File: src/rtl/vga_timing_receiver.sv
// Video sink: registers an RGB/de/sync stream, recovers pixel coordinates and
// frame markers, measures active geometry and tracks lock against the expected size.
module vga_timing_receiver #(
  parameter int unsigned H_ACTIVE = 1280,
  parameter int unsigned V_ACTIVE = 720,
  parameter bit          VS_POL   = 1'b1,
  parameter int unsigned CW       = 12
) (
  input  logic          clk,
  input  logic          rst,
  input  logic [7:0]    r,
  input  logic [7:0]    g,
  input  logic [7:0]    b,
  input  logic          de,
  input  logic          vsync,
  input  logic          hsync,
  output logic [7:0]    pix_r,
  output logic [7:0]    pix_g,
  output logic [7:0]    pix_b,
  output logic          pix_valid,
  output logic          pix_hsync,
  output logic          pix_vsync,
  output logic [CW-1:0] pix_x,
  output logic [CW-1:0] pix_y,
  output logic          sof,
  output logic          eol,
  output logic [CW-1:0] meas_width,
  output logic [CW-1:0] meas_height,
  output logic          locked,
  output logic          err
);

  localparam int unsigned GW = 2;
  localparam logic [CW-1:0] CNT_MAX = '1;
  localparam logic [CW-1:0] H_EXP   = CW'(H_ACTIVE);
  localparam logic [CW-1:0] V_EXP   = CW'(V_ACTIVE);

  typedef enum logic [1:0] {
    SEARCH = 2'd0,
    CHECK  = 2'd1,
    LOCK   = 2'd2
  } state_t;

  // Stage A: raw input capture
  logic [7:0] a_r, a_g, a_b;
  logic       a_de, a_vs, a_hs;

  always_ff @(posedge clk or posedge rst) begin
    if (rst) begin
      a_r  <= '0;
      a_g  <= '0;
      a_b  <= '0;
      a_de <= 1'b0;
      a_vs <= 1'b0;
      a_hs <= 1'b0;
    end else begin
      a_r  <= r;
      a_g  <= g;
      a_b  <= b;
      a_de <= de;
      a_vs <= vsync;
      a_hs <= hsync;
    end
  end

  logic [CW-1:0] x, y;
  logic [CW-1:0] x_inc, y_inc, lines_c;
  logic          vs_start, line_end, width_bad, frame_good;
  logic          frame_ok, sof_armed, sof_hit;

  assign vs_start  = (vsync == VS_POL) && (a_vs != VS_POL);
  assign line_end  = a_de && !de;
  assign x_inc     = (x == CNT_MAX) ? x : x + CW'(1);
  assign y_inc     = (y == CNT_MAX) ? y : y + CW'(1);
  assign width_bad = line_end && (x_inc != H_EXP);
  // A line ending together with vs_start still belongs to the closing frame
  assign lines_c    = line_end ? y_inc : y;
  assign frame_good = frame_ok && !width_bad && (lines_c == V_EXP);
  assign sof_hit    = sof_armed && a_de && (x == '0) && (y == '0);

  // Coordinate counters and geometry measurement
  always_ff @(posedge clk or posedge rst) begin
    if (rst) begin
      x           <= '0;
      y           <= '0;
      meas_width  <= '0;
      meas_height <= '0;
      frame_ok    <= 1'b0;
      sof_armed   <= 1'b0;
    end else begin
      if (line_end)  x <= '0;
      else if (a_de) x <= x_inc;

      if (vs_start)      y <= '0;
      else if (line_end) y <= y_inc;

      if (line_end) meas_width  <= x_inc;
      if (vs_start) meas_height <= lines_c;

      if (vs_start)       frame_ok <= 1'b1;
      else if (width_bad) frame_ok <= 1'b0;

      if (vs_start)     sof_armed <= 1'b1;
      else if (sof_hit) sof_armed <= 1'b0;
    end
  end

  // Stage B: output pixel with coordinates and markers
  always_ff @(posedge clk or posedge rst) begin
    if (rst) begin
      pix_r     <= '0;
      pix_g     <= '0;
      pix_b     <= '0;
      pix_valid <= 1'b0;
      pix_hsync <= 1'b0;
      pix_vsync <= 1'b0;
      pix_x     <= '0;
      pix_y     <= '0;
      sof       <= 1'b0;
      eol       <= 1'b0;
    end else begin
      pix_r     <= a_r;
      pix_g     <= a_g;
      pix_b     <= a_b;
      pix_valid <= a_de;
      pix_hsync <= a_hs;
      pix_vsync <= a_vs;
      pix_x     <= a_de ? x : '0;
      pix_y     <= a_de ? y : '0;
      sof       <= sof_hit;
      eol       <= line_end;
    end
  end

  state_t        state, state_next;
  logic [GW-1:0] good_cnt, good_cnt_next;
  logic          locked_next, err_next;

  always_ff @(posedge clk or posedge rst) begin
    if (rst) begin
      state    <= SEARCH;
      good_cnt <= '0;
      locked   <= 1'b0;
      err      <= 1'b0;
    end else begin
      state    <= state_next;
      good_cnt <= good_cnt_next;
      locked   <= locked_next;
      err      <= err_next;
    end
  end

  // Lock tracking: two consecutive good frames to lock, any bad frame drops it
  always_comb begin
    state_next    = state;
    good_cnt_next = good_cnt;
    locked_next   = locked;
    err_next      = 1'b0;
    case (state)
      SEARCH: begin
        locked_next = 1'b0;
        if (vs_start) begin
          state_next    = CHECK;
          good_cnt_next = '0;
        end
      end
      CHECK: begin
        locked_next = 1'b0;
        if (vs_start) begin
          if (!frame_good) begin
            good_cnt_next = '0;
          end else if (good_cnt == GW'(1)) begin
            good_cnt_next = GW'(2);
            state_next    = LOCK;
            locked_next   = 1'b1;
          end else begin
            good_cnt_next = good_cnt + GW'(1);
          end
        end
      end
      LOCK: begin
        if (width_bad) err_next = 1'b1;
        if (vs_start && !frame_good) begin
          err_next      = 1'b1;
          locked_next   = 1'b0;
          state_next    = CHECK;
          good_cnt_next = '0;
        end
      end
      default: begin
        state_next    = SEARCH;
        good_cnt_next = '0;
        locked_next   = 1'b0;
      end
    endcase
  end

endmodule

File: config.mk
export PLATFORM = sky130hd
export DESIGN_NAME = vga_timing_receiver
export DESIGN_NICKNAME = d
export VERILOG_FILES = /design/src/rtl/vga_timing_receiver.sv
export SDC_FILE = /design/constraint.sdc
export NUM_CORES = 1
export LEC_CHECK = 0
export ABC_AREA = 0
export CORE_UTILIZATION = 30
export DETAILED_ROUTE_END_ITERATION = 16
export PLACE_DENSITY = 0.54
export REMOVE_ABC_BUFFERS = 1
export SETUP_SLACK_MARGIN = 0.3
export SYNTH_ARGS = -nofsm -noshare
export SYNTH_HDL_FRONTEND = slang
export SYNTH_SLANG_ARGS = --single-unit
File: constraint.sdc
create_clock -name clk -period 5.53 [get_ports clk]
set_input_delay 1.106 -clock clk [delete_from_list [all_inputs] [get_ports clk]]
set_output_delay 1.106 -clock clk [all_outputs]
set_load 0.05 [all_outputs]
# After elaboration in Yosys (flattened, before gate mapping)
# Cells that the tools add are included.
# op_classes
addsub,3
n_eq_ne,12
n_mux,32
bitwise,1
n_reduce_logical,20
# op_table
cell,count
$mux 12,8
$add 12x1->12 const B,2
$eq 12x12->1 const B,2
$logic_not 12->1,2
$mux 2,10
$eq 12x10->1 const B,1
$ne 12x11->1 const B,1
$pmux 2 s3,2
$mux 1,11
$ne 2x2->1 const B,5
$logic_and 1x1->1,9
$reduce_bool 2->1,3
$reduce_and 5->1,1
$eq 2x1->1 const B,2
$logic_not 1->1,3
$reduce_and 3->1,1
$add 2x1->2 const B,1
$eq 2x2->1 const B,1
$logic_not 2->1,1
$pmux 1 s2,1
$not 1->1,1
# word_totals
regBits,136

# Depth between registers and ports, before layout
# depth
word_depth,11
mapped_depth,10
mapped_depth_nobuf,9

# Worst setup path after synthesis
# No wires, ideal clock.
# synth_path
path_type,input port to flip-flop
start,input de
end,register locked
setup_ns,0.071
arrival_time_ns,2.882
slack_ns,2.577
stages,10
path_cell_list,buf_2 -> nand2b_4 -> clkbuf_1 -> nor4_1 -> mux2i_1 -> nand2_1 -> nor4_2 -> nand4_2 -> and2_4 -> nor2_2
# synth_via
elab_chain_len,9
word_cells_on_any_way,14
classes_between,eq/ne (2); mux (4); reduce/logical (8)
# synth_rtl
element,line_no,source
start: declaration,14,"input logic de,"
$logic_not 1->1 (*),72,assign line_end = a_de && !de;
$logic_and 1x1->1 (*),72,
"parallel branches: the longest is 3 deep, another holds $mux 12",n/a,
$logic_and 1x1->1 (*),78,assign frame_good = frame_ok && !width_bad && (lines_c == V_EXP);
$mux 1 or $logic_not 1->1 (tied branches),"170, 183",
$mux 1 or $logic_and 1x1->1 (tied branches),"169, 183",
$pmux 1 s2 or $ne 2x2->1 (tied branches),n/a,
end signal: assignment,148,locked <= locked_next;
end: declaration,29,"output logic locked,"
# Mark *: on every way between the ends.
# A chain may end at the register's enable or synchronous reset.

# Worst setup path after layout
# Same ends and word-level chain as after synthesis.

==> impl_metrics.toml <==
[run_status]
status = "finished, final reports clean"

[cells_and_area]
n_antenna_cell = 0
fillerInstances = 1645
syn2layout_area_growth_pct = 35.3
nets = 597
drive_gt1_share_pct = 8.68

[power]
p_int_mw = 1.92
netSwitchingFraction_pct = 24.3
power.net_switching_mw = 0.617
max-vdd-ir-drop_uv = 207
powerDensity_nw_per_um2 = 353
p_leak_nw = 3.05
pwr-share-seq_pct = 42.5
combPwrFrac_pct = 11.1
clock_power_share_pct = 46.4

[cts]
cts-resized-gates = 0
clk_latency_ps = 410
post-cts-setup-buffer-count = 0
cts_hold_buf = 0
htree_num_levels = 4
cts_sinks = 136
clockBufferDepth = 2
cts_tree = "yes"
path_clk_slew_ps = 50
clk_root_buffer_cell = "clkbuf_16"
cts_buffers = 17

[placed_design]
place_congestion = 0.811
port-buffer-count = 107
dp_hpwl_microns = 8040
place_ws_ps = 1490

[worst_setup_path]
r2r_start = "x[1]$_DFFE_PP0P_"
r2r_slack_ps = 2360
arrival_ps = 3960
r2r_end = "locked$_DFFE_PP0P_"
path_class = "input pin to register"
critPathCaptureType = "register"
reg2regPathDepth = 8
cp.required_ps = 5870
cp-start-kind = "input pin"
crit_fanout = 22

[worst_hold_path]
worstHoldStart = "a_g[5]$_DFF_PP0_"
hold_class = "register to register"
hold_end = "pix_g[5]$_DFF_PP0_"
hold_depth = 0

[global_routing]
grt_max_degree = 100
grt_pass1_wl_microns = 20100
grt.total_usage_pct = 14.3
grt.overflow.total = 0
grt_pass1_vias = 3784
antenna_found_initial = 0

[sta]
slew_headroom_pct = 40.5
report.final.slew_viol_count = 0
setup_viol = 0
skew_ps = 8.72
fmax_mhz = 277
fin_ws_ps = 1920
fin_tns_setup_ps = 0
layout_min_cycle_time_ps = 3610
rsz0062_at_grt = "false"
worstMarginPinSlew_ps = 892
hold_violations = 0
post-route-period-util_pct = 65.3

[synthesis]
synthFlopType = "dfrtp_1"
yosysMostFrequentCell = "dfrtp_1"
yosysTopAreaCell = "dfrtp_1"
ys_seq_elements = 136
ys_seq_area_share_pct = 64.1
yosysWarnings = 0
synth_edf_count = 0
synth_area_per_cell_sq_um = 11.5
synth_area_leaders = "dfrtp_1 64%, nand2_1 3.9%, o21ai_0 3.6%, and2_1 2.9%, nor2_1 1.8%"
synth_common_cells = "136 x dfrtp_1, 55 x nand2_1, 38 x o21ai_0"
synth_cells = 461
synthArstFlopShare_pct = 100
synthDominantCellAreaShare_pct = 64.1
syn_area_sq_um = 5310
synth.distinct_cells = 57

[route]
vias = 3713
antenna_left = 0
drtIter0Drc = 287
wl_microns = 11900
vias_per_cell = 4.64
drc_errors = 0
wl_per_cell_microns = 14.8
dr.pass1.iters = 4

[floorplan]
io_pins = 108
die_x_microns = 135
core_sq_um = 17300
start_util_pct = 30.7
die_y_microns = 135
num_rows = 48
dieArea_sq_um = 18200

[run]
max_cap_violations = 0
[worst max-delay path by stage]
| stage | slack, ps | end | start | cells past startpoint |
|---|---|---|---|---|
| after global routing | 1660 | state[1]$_DFFE_PP0P_ | de | 10 |
| after global placement | 1590 | locked$_DFFE_PP0P_ | de | 10 |
| after CTS | 1920 | state[1]$_DFFE_PP0P_ | de | 10 |
| after detailed placement | 1490 | state[1]$_DFFE_PP0P_ | de | 10 |
| final | 1920 | locked$_DFFE_PP0P_ | de | 10 |
| after floorplan | 780 | a_b[0]$_DFF_PP0_ | rst | 1 |
[cells in the final DEF, fill, tap and decap left out, types with 5 or more instances in the layout]
cell type        instances
inv_1                   14
nand2_1                 55
nand3_1                  8
clkbuf_16               17
nor3_1                   5
a31oi_1                  6
a21oi_1                 17
clkbuf_1                 6
nor2_1                  26
o21ai_0                 38
xnor2_1                 10
and2_1                  25
ha_1                     5
nor4_1                   8
mux2i_1                  5
dfrtp_1                136
clkdlybuf4s50_1        107
[final cells by class]
type | count | area, sq um | area share [%]
clock buffer | 25 | 475 | 6.62
clock inverter | 7 | 141 | 1.97
inverter | 15 | 61.3 | 0.854
multi-input combinational | 283 | 1730 | 24.0
sequential | 136 | 3400 | 47.4
tap | 225 | 282 | 3.92
timing repair buffer | 110 | 1090 | 15.2
[per-layer routing]
layer,global-route usage (%),share of wire (%),vias to the layer above
li1,-,-,1788
met1,20.0,49,1783
met2,20.7,43,126
met3,4.24,5.9,16
met4,6.05,1.9,0
met5,0,0,-
[through the flow]
stage | cells | cell area (sq um) | utilization (%) | hold slack, ps | power (mW)
after floorplan | 434 | 5180 | - | 331 | 1.26
after detailed placement | 769 | 6570 | 38.0 | 335 | 1.38
after global routing | 801 | 7180 | 41.5 | 351 | 2.65
after global placement | 769 | 6570 | 38.0 | 332 | 1.38
after CTS | 801 | 7180 | 41.5 | 347 | 2.58
final | 801 | 7180 | 41.5 | 347 | 2.54
[power groups by stage]
stage	Combinational, mW	Sequential (mW)	Clock (mW)
5_1_grt	0.304	1.08	1.26
2_1_floorplan	0.0792	1.18	0
6_report	0.281	1.08	1.18
4_1_cts	0.286	1.08	1.21
3_5_place_dp	0.284	1.10	0
3_3_place_gp	0.283	1.09	0
[cell families (layout without fill, tap and decap cells)]
logic type                 after synthesis  after routing  share of synthesized area [%]
and+or+nand+nor                        169            169                           17.7
xor gates and xnor gates                12             12                           1.98
buffers and inverters                   42            157                           3.35
AOI/OAI and AO/OA                       92             92                           10.7
muxes                                    5              5                          0.943
DFF                                    136            136                           64.1
adders and majority gates                5              5                           1.18
[flip-flops by register name, indices dropped and copies added (netlist names), 2 cells and up]
register and flops:
a_g 8, x 12, a_r 8, pix_b 8
pix_r 8, meas_height 12, state 2, pix_g 8
meas_width 12, good_cnt 2, pix_x 12, pix_y 12
y 12, a_b 8
[critical path, stage by stage]
cell and delay (ps):
clkdlybuf4s50_1 660, nand2b_4 370, inv_1 370, o41ai_2 210
o21ai_0 350, nand2_1 100, nor3b_1 230, nand4_2 210
and2_4 240, nor2_2 90
Power figures use the tool's default switching activity.
